$ cat config.mk
export PLATFORM = sky130hd
export DESIGN_NAME = raw_from_32
export DESIGN_NICKNAME = d
export VERILOG_FILES = /design/src/rtl/raw_from_32.sv
export SDC_FILE = /design/constraint.sdc
export NUM_CORES = 1
export LEC_CHECK = 0
export ABC_CLOCK_PERIOD_IN_PS = 4000
export BUFFER_PORTS_ARGS = -buffer_cell sky130_fd_sc_hd__buf_2
export CORE_ASPECT_RATIO = 0.75
export CORE_UTILIZATION = 60
export CTS_CLUSTER_DIAMETER = 30
export DETAILED_ROUTE_END_ITERATION = 10
export GPL_TIMING_DRIVEN = 0
export PLACE_DENSITY_LB_ADDON = 0.08
export SLEW_MARGIN = 20
export SYNTH_ARGS = -nofsm -noshare
export SYNTH_HDL_FRONTEND = slang
export SYNTH_SLANG_ARGS = --single-unit
export TNS_END_PERCENT = 30
$ cat constraint.sdc
create_clock -name clk -period 4 [get_ports clk]
set_input_delay 0.8 -clock clk [delete_from_list [all_inputs] [get_ports clk]]
set_output_delay 0.8 -clock clk [all_outputs]
set_load 0.01 [all_outputs]
$ cat src/rtl/raw_from_32.sv
// raw_from_32 -- unpacks a 32-bit word stream into 16-bit output samples.
//
// The input carries either 16-bit halves or packed 10-bit pixels. In packed
// mode a group is up to 4 MSB words (one byte per pixel, pixel bits 9:2)
// followed by one LSB word (two bits per pixel, pixel bits 1:0). A group
// shorter than 16 pixels is closed by ROW_END. In that case the last buffered
// word is reused as the LSB word, and its low-order pixel fields are
// left-aligned in the top 2n bits.
//
// Ports
//   clk, resetb      : clock (rising edge), async active-low reset
//   datai/dvi/dtypei : input word, valid, dtype
//   pack             : 1 = packed 10-bit, 0 = 16-bit halves (per accepted word)
//   rdy              : combinational, high in IDLE; accept = dvi && rdy
//   datao/dvo/dtypeo : registered output sample, single-cycle valid, dtype
//   image_type       : registered header field captured at half index
//                      `Image_image_type
`timescale 1ns/1ps

`ifndef DTYPE_WIDTH
`define DTYPE_WIDTH 8
`endif
`ifndef DTYPE_PIXEL_MASK
`define DTYPE_PIXEL_MASK 8'h0F
`endif
`ifndef DTYPE_PIXEL
`define DTYPE_PIXEL 8'h01
`endif
`ifndef DTYPE_ROW_END
`define DTYPE_ROW_END 8'h20
`endif
`ifndef DTYPE_HEADER
`define DTYPE_HEADER 8'h40
`endif
`ifndef Image_image_type
`define Image_image_type 5
`endif

module raw_from_32 #(
    parameter int PIXEL_WIDTH = 10
) (
    input  logic                    clk,
    input  logic                    resetb,
    input  logic [31:0]             datai,
    input  logic                    dvi,
    input  logic [`DTYPE_WIDTH-1:0] dtypei,
    input  logic                    pack,
    output logic                    rdy,
    output logic [15:0]             datao,
    output logic                    dvo,
    output logic [`DTYPE_WIDTH-1:0] dtypeo,
    output logic [15:0]             image_type
);

    localparam int DW = `DTYPE_WIDTH;
    localparam logic [DW-1:0] DT_PIXEL   = `DTYPE_PIXEL;
    localparam logic [DW-1:0] DT_ROW_END = `DTYPE_ROW_END;
    localparam logic [DW-1:0] DT_HEADER  = `DTYPE_HEADER;
    localparam logic [DW-1:0] DT_PMASK   = `DTYPE_PIXEL_MASK;
    localparam logic [7:0]    HDR_IDX    = 8'(`Image_image_type);

    typedef enum logic [1:0] {IDLE, EMIT, END} state_t;

    state_t          state;
    logic [3:0][31:0] msb_buf;
    logic [2:0]      wcnt;
    logic [7:0]      hpos;
    logic [31:0]     lsb_word;     // right-aligned: pixel k uses bits 2k+1:2k
    logic [3:0]      pidx;
    logic [3:0]      plast;
    logic            half_mode;    // EMIT drains the upper half, not pixels
    logic            row_end_pend; // partial group: ROW_END follows the pixels
    logic [15:0]     hi_half;
    logic [DW-1:0]   dtype_hold;

    logic            accept, is_hdr, is_pix, is_end;
    logic [1:0]      widx;
    logic [5:0]      part_sh;
    logic [31:0]     part_lsb;

    assign rdy    = (state == IDLE);
    assign accept = dvi && rdy;
    assign is_hdr = (dtypei == DT_HEADER);
    assign is_pix = |(dtypei & DT_PMASK);
    assign is_end = (dtypei == DT_ROW_END);

    // Partial group of n = 4(w-1) pixels: the LSB fields sit in the top 2n
    // bits of buf[w-1]. A shift by 32-2n = 8(5-w) right-aligns them so that
    // both the full and the partial group use the same pixel indexing.
    assign widx     = 2'(wcnt - 3'd1);
    assign part_sh  = {3'(3'd5 - wcnt), 3'b000};
    assign part_lsb = msb_buf[widx] >> part_sh;

    function automatic logic [PIXEL_WIDTH-1:0] pixel_at(
        input logic [3:0][31:0] mb,
        input logic [31:0]      lw,
        input logic [3:0]       k
    );
        return {mb[k[3:2]][{k[1:0], 3'b000} +: 8], lw[{k, 1'b0} +: 2]};
    endfunction

    always_ff @(posedge clk or negedge resetb) begin
        if (!resetb) begin
            state        <= IDLE;
            msb_buf      <= '0;
            wcnt         <= '0;
            hpos         <= '0;
            lsb_word     <= '0;
            pidx         <= '0;
            plast        <= '0;
            half_mode    <= 1'b0;
            row_end_pend <= 1'b0;
            hi_half      <= '0;
            dtype_hold   <= '0;
            datao        <= '0;
            dvo          <= 1'b0;
            dtypeo       <= '0;
            image_type   <= '0;
        end else begin
            dvo <= 1'b0;
            case (state)
                IDLE: if (accept) begin
                    if (is_hdr || (is_pix && !pack)) begin
                        // 16-bit halves: low half now, high half from EMIT
                        datao      <= datai[15:0];
                        dvo        <= 1'b1;
                        dtypeo     <= dtypei;
                        hi_half    <= datai[31:16];
                        dtype_hold <= dtypei;
                        half_mode  <= 1'b1;
                        state      <= EMIT;
                        if (is_hdr) begin
                            if (hpos == HDR_IDX) image_type <= datai[15:0];
                            hpos <= hpos + 8'd1;
                        end else begin
                            hpos <= '0;
                        end
                    end else if (is_pix) begin
                        hpos <= '0;
                        if (wcnt != 3'd4) begin
                            msb_buf[wcnt[1:0]] <= datai;
                            wcnt               <= wcnt + 3'd1;
                        end else begin
                            // Full group: this word is the LSB word
                            wcnt         <= '0;
                            lsb_word     <= datai;
                            datao        <= 16'(pixel_at(msb_buf, datai, 4'd0));
                            dvo          <= 1'b1;
                            dtypeo       <= DT_PIXEL;
                            pidx         <= 4'd1;
                            plast        <= 4'd15;
                            half_mode    <= 1'b0;
                            row_end_pend <= 1'b0;
                            state        <= EMIT;
                        end
                    end else if (is_end) begin
                        hpos <= '0;
                        wcnt <= '0;
                        if (pack && wcnt >= 3'd2) begin
                            lsb_word     <= part_lsb;
                            datao        <= 16'(pixel_at(msb_buf, part_lsb, 4'd0));
                            dvo          <= 1'b1;
                            dtypeo       <= DT_PIXEL;
                            pidx         <= 4'd1;
                            plast        <= {2'(wcnt[1:0] - 2'd2), 2'b11};
                            half_mode    <= 1'b0;
                            row_end_pend <= 1'b1;
                            state        <= EMIT;
                        end else begin
                            // Empty group, or a lone word with no LSB partner
                            datao  <= '0;
                            dvo    <= 1'b1;
                            dtypeo <= DT_ROW_END;
                        end
                    end else begin
                        datao  <= datai[15:0];
                        dvo    <= 1'b1;
                        dtypeo <= dtypei;
                        wcnt   <= '0;
                        hpos   <= '0;
                    end
                end
                EMIT: begin
                    dvo <= 1'b1;
                    if (half_mode) begin
                        datao  <= hi_half;
                        dtypeo <= dtype_hold;
                        if (dtype_hold == DT_HEADER) begin
                            if (hpos == HDR_IDX) image_type <= hi_half;
                            hpos <= hpos + 8'd1;
                        end
                        state <= IDLE;
                    end else begin
                        datao  <= 16'(pixel_at(msb_buf, lsb_word, pidx));
                        dtypeo <= DT_PIXEL;
                        pidx   <= pidx + 4'd1;
                        if (pidx == plast) state <= row_end_pend ? END : IDLE;
                    end
                end
                END: begin
                    datao  <= '0;
                    dvo    <= 1'b1;
                    dtypeo <= DT_ROW_END;
                    state  <= IDLE;
                end
                default: state <= IDLE;
            endcase
        end
    end

endmodule
==> impl_metrics.tcl <==
set metrics [dict create \
    place.gp.congestion 1.01 \
    clock_latency_ns 0.53 \
    period_needed_ns 4.06 \
    r2r-start "wcnt[1]$_DFFE_PN0P_" \
    coreArea_sq_mm 0.0204 \
    dp_hpwl_um 28500 \
    post_drt_wl_per_cell_um 29.2 \
    endpoint "msb_buf[24]$_DFFE_PN0P_" \
    synthesis.area_sq_mm 0.0127 \
    synth_edf_count 0 \
    tns_ns -0.597 \
    cp.required_ns 4.40 \
    grt_pass1_wl_um 62600 \
    arrival_ns 4.47 \
    crit_path_end_kind "flip-flop" \
    whs_ns 0.177 \
    vdd.ir_drop.worst_uv 557 \
    vias_per_cell 6.89 \
    hold_buffers 0 \
    fillers 1437 \
    layout_commonest_cell "dfrtp_1" \
    h-tree-depth 2 \
    ys_async_sr_fraction 1.00 \
    power_uw 13100 \
    grt_overflow 0 \
    fmax_mhz 246 \
    dieHeight_um 128 \
    hold_viol 0 \
    synth_fp_nets 1051 \
    p_leak_uw 0.00648 \
    drtPass1Iterations 5 \
    dieArea_sq_mm 0.0217 \
    clock_sinks 247 \
    worstMarginPinSlew_ns 1.18 \
    layout-drive-gt1-share 0.395 \
    skew_ns 0.0256 \
    synth_cell_type_count 54 \
    outcome "finished, violations left" \
    grt_pass1_vias 9825 \
    synthFlopType "dfrtp_1" \
    dieWidth_um 170 \
    rows 45 \
    critPathLaunchType "flip-flop" \
    numCtsBuffers 40 \
    hp-class "primary input to asynchronous set/reset pin" \
    io-pin-count 86 \
    cap_violations 0 \
    layout_common_cells "dfrtp_1 (247), mux2_2 (183), buf_2 (113)" \
    grt_antenna_before_repair 0 \
    ys_ff_latch 247 \
    worstSetupPathType "flip-flop to flip-flop" \
    cts_buffer_depth 3 \
    syn_inst 994 \
    r2r_slack_ns -0.06 \
    grt_max_degree 76 \
    wirelength_um 41900 \
    maxSlewViolCount 0 \
    powerDensity_mw_per_mm2 877 \
    ys_seq_area_frac 0.488 \
    remaining_drc_errors 0 \
    detail-route-antenna-nets 0 \
    utilization 0.733 \
    slew_headroom 0.215 \
    setup_viol 13 \
    violations "setup timing" \
    cp_max_fo 12 \
    startpoint "wcnt[1]$_DFFE_PN0P_" \
    port_buffers 85 \
    yosys_warnings 0 \
    reg2reg_to "msb_buf[24]$_DFFE_PN0P_" \
    start_util 0.619 \
    area_growth_pct 18.3 \
    reg2reg_depth 8 \
    track_usage 0.405 \
    rsz0062_at_grt "yes" \
    cts-root-buf "clkbuf_16" \
    avgSynthCellArea_sq_um 12.7 \
    nNetsFinal 1182 \
    pre_cts_ws_ns -0.367 \
    first_iter_violations 1426 \
    cts.reportedPaths.clkPinSlew_ns 0.05 \
    finalWorstSetupSlack_ns -0.0620 \
    antenna_cells 0 \
    num_vias 9883 \
    cts_tree "yes" \
    fin_crit_sh 1.02 \
]
## cell usage after synthesis, drive strengths merged, types with 8 or more instances
library cell	number	area, sq um
a21oi	64	320
a221oi	31	272
a22o	8	70.1
a22oi	29	218
and2	8	50.1
buf	41	218
clkbuf	30	113
dfrtp	247	6180
ha	13	163
inv	10	37.5
mux2	195	2200
mux2i	9	90.1
mux4	65	1460
nand2	43	164
nand3	16	80.1
nor2	98	368
nor3	13	65.1
o21ai	10	50.1
## through the flow
stage	instance area [sq um]	instances
finish	15000	1435
CTS	15000	1436
floorplan	12700	994
global route	15000	1435
detailed placement	13600	1366
global placement	13400	1361
## worst min-delay path by stage
stage / endpoint / slack, ns / cells past startpoint
after floorplan: plast[1]$_DFFE_PN0P_ / 0.45 / 1
after global placement: dtypeo[0]$_DFFE_PN0P_ / 0.46 / 2
after detailed placement: dtypeo[5]$_DFFE_PN0P_ / 0.47 / 2
after CTS: lsb_word[24]$_DFFE_PN0P_ / 0.19 / 1
after global routing: lsb_word[24]$_DFFE_PN0P_ / 0.20 / 1
final: hpos[4]$_DFFE_PN0P_ / 0.18 / 1
## cell families (layout without fill, tap and decap cells)
group                      Yosys count  count (layout)  share of synthesized area
muxes                              269             269                      0.296
buffers and inverters               82             241                     0.0294
AOI/OAI and AO/OA                  171             171                     0.0944
DFF                                247             247                      0.488
and+or+nand+nor                    204             204                     0.0735
adders and majority gates           13              13                     0.0128
xor gates and xnor gates             8               8                    0.00553
## power breakdown
group	switching (uW)	internal, uW
logic	2480	2450
registers	927	3680
clock network	1260	2350
total	4670	8470
## layout make-up
cell class	instances	area (sq um)	share of cell area
clock inverters	21	303	0.0202
flip-flops and latches	247	6180	0.413
clock buffers	49	1100	0.0732
multi-input cells	665	6130	0.409
well taps	282	353	0.0235
inverters	11	41.3	0.00276
plain buffers	70	340	0.0227
repair buffers	90	537	0.0358
## layer usage
| metal | wire, um | GRT usage | vias up |
|---|---|---|---|
| met4 | 1650 | 0.151 | 0 |
| met3 | 6080 | 0.157 | 127 |
| li1 | - | - | 4020 |
| met5 | 0 | 0 | - |
| met2 | 17800 | 0.573 | 718 |
| met1 | 16400 | 0.567 | 5018 |
## critical path, cell delays in order (launching register included)
cell      delay, ns
dfrtp_1        0.42
clkbuf_2       0.26
clkinv_1       0.24
clkbuf_1       0.58
ha_2           0.36
inv_1          0.04
nor4_1         0.88
clkbuf_1       0.75
mux2_2         0.42
## flip-flops by register name (all words and copies together), names as in the netlist, 4 cells and up
signal      flops
lsb_word       32
datao          16
dtype_hold      8
dtypeo          8
hpos            8
hi_half        16
msb_buf       128
pidx            4
image_type     16
## repair_timing
item | 4_1_cts | 5_1_grt
resized for setup | 4 | 5
pin swaps | 0 | 0
endpoints found under the setup margin | 48 | 25
setup buffers | 0 | 0
No activity file was read; power rests on OpenSTA's default activity.
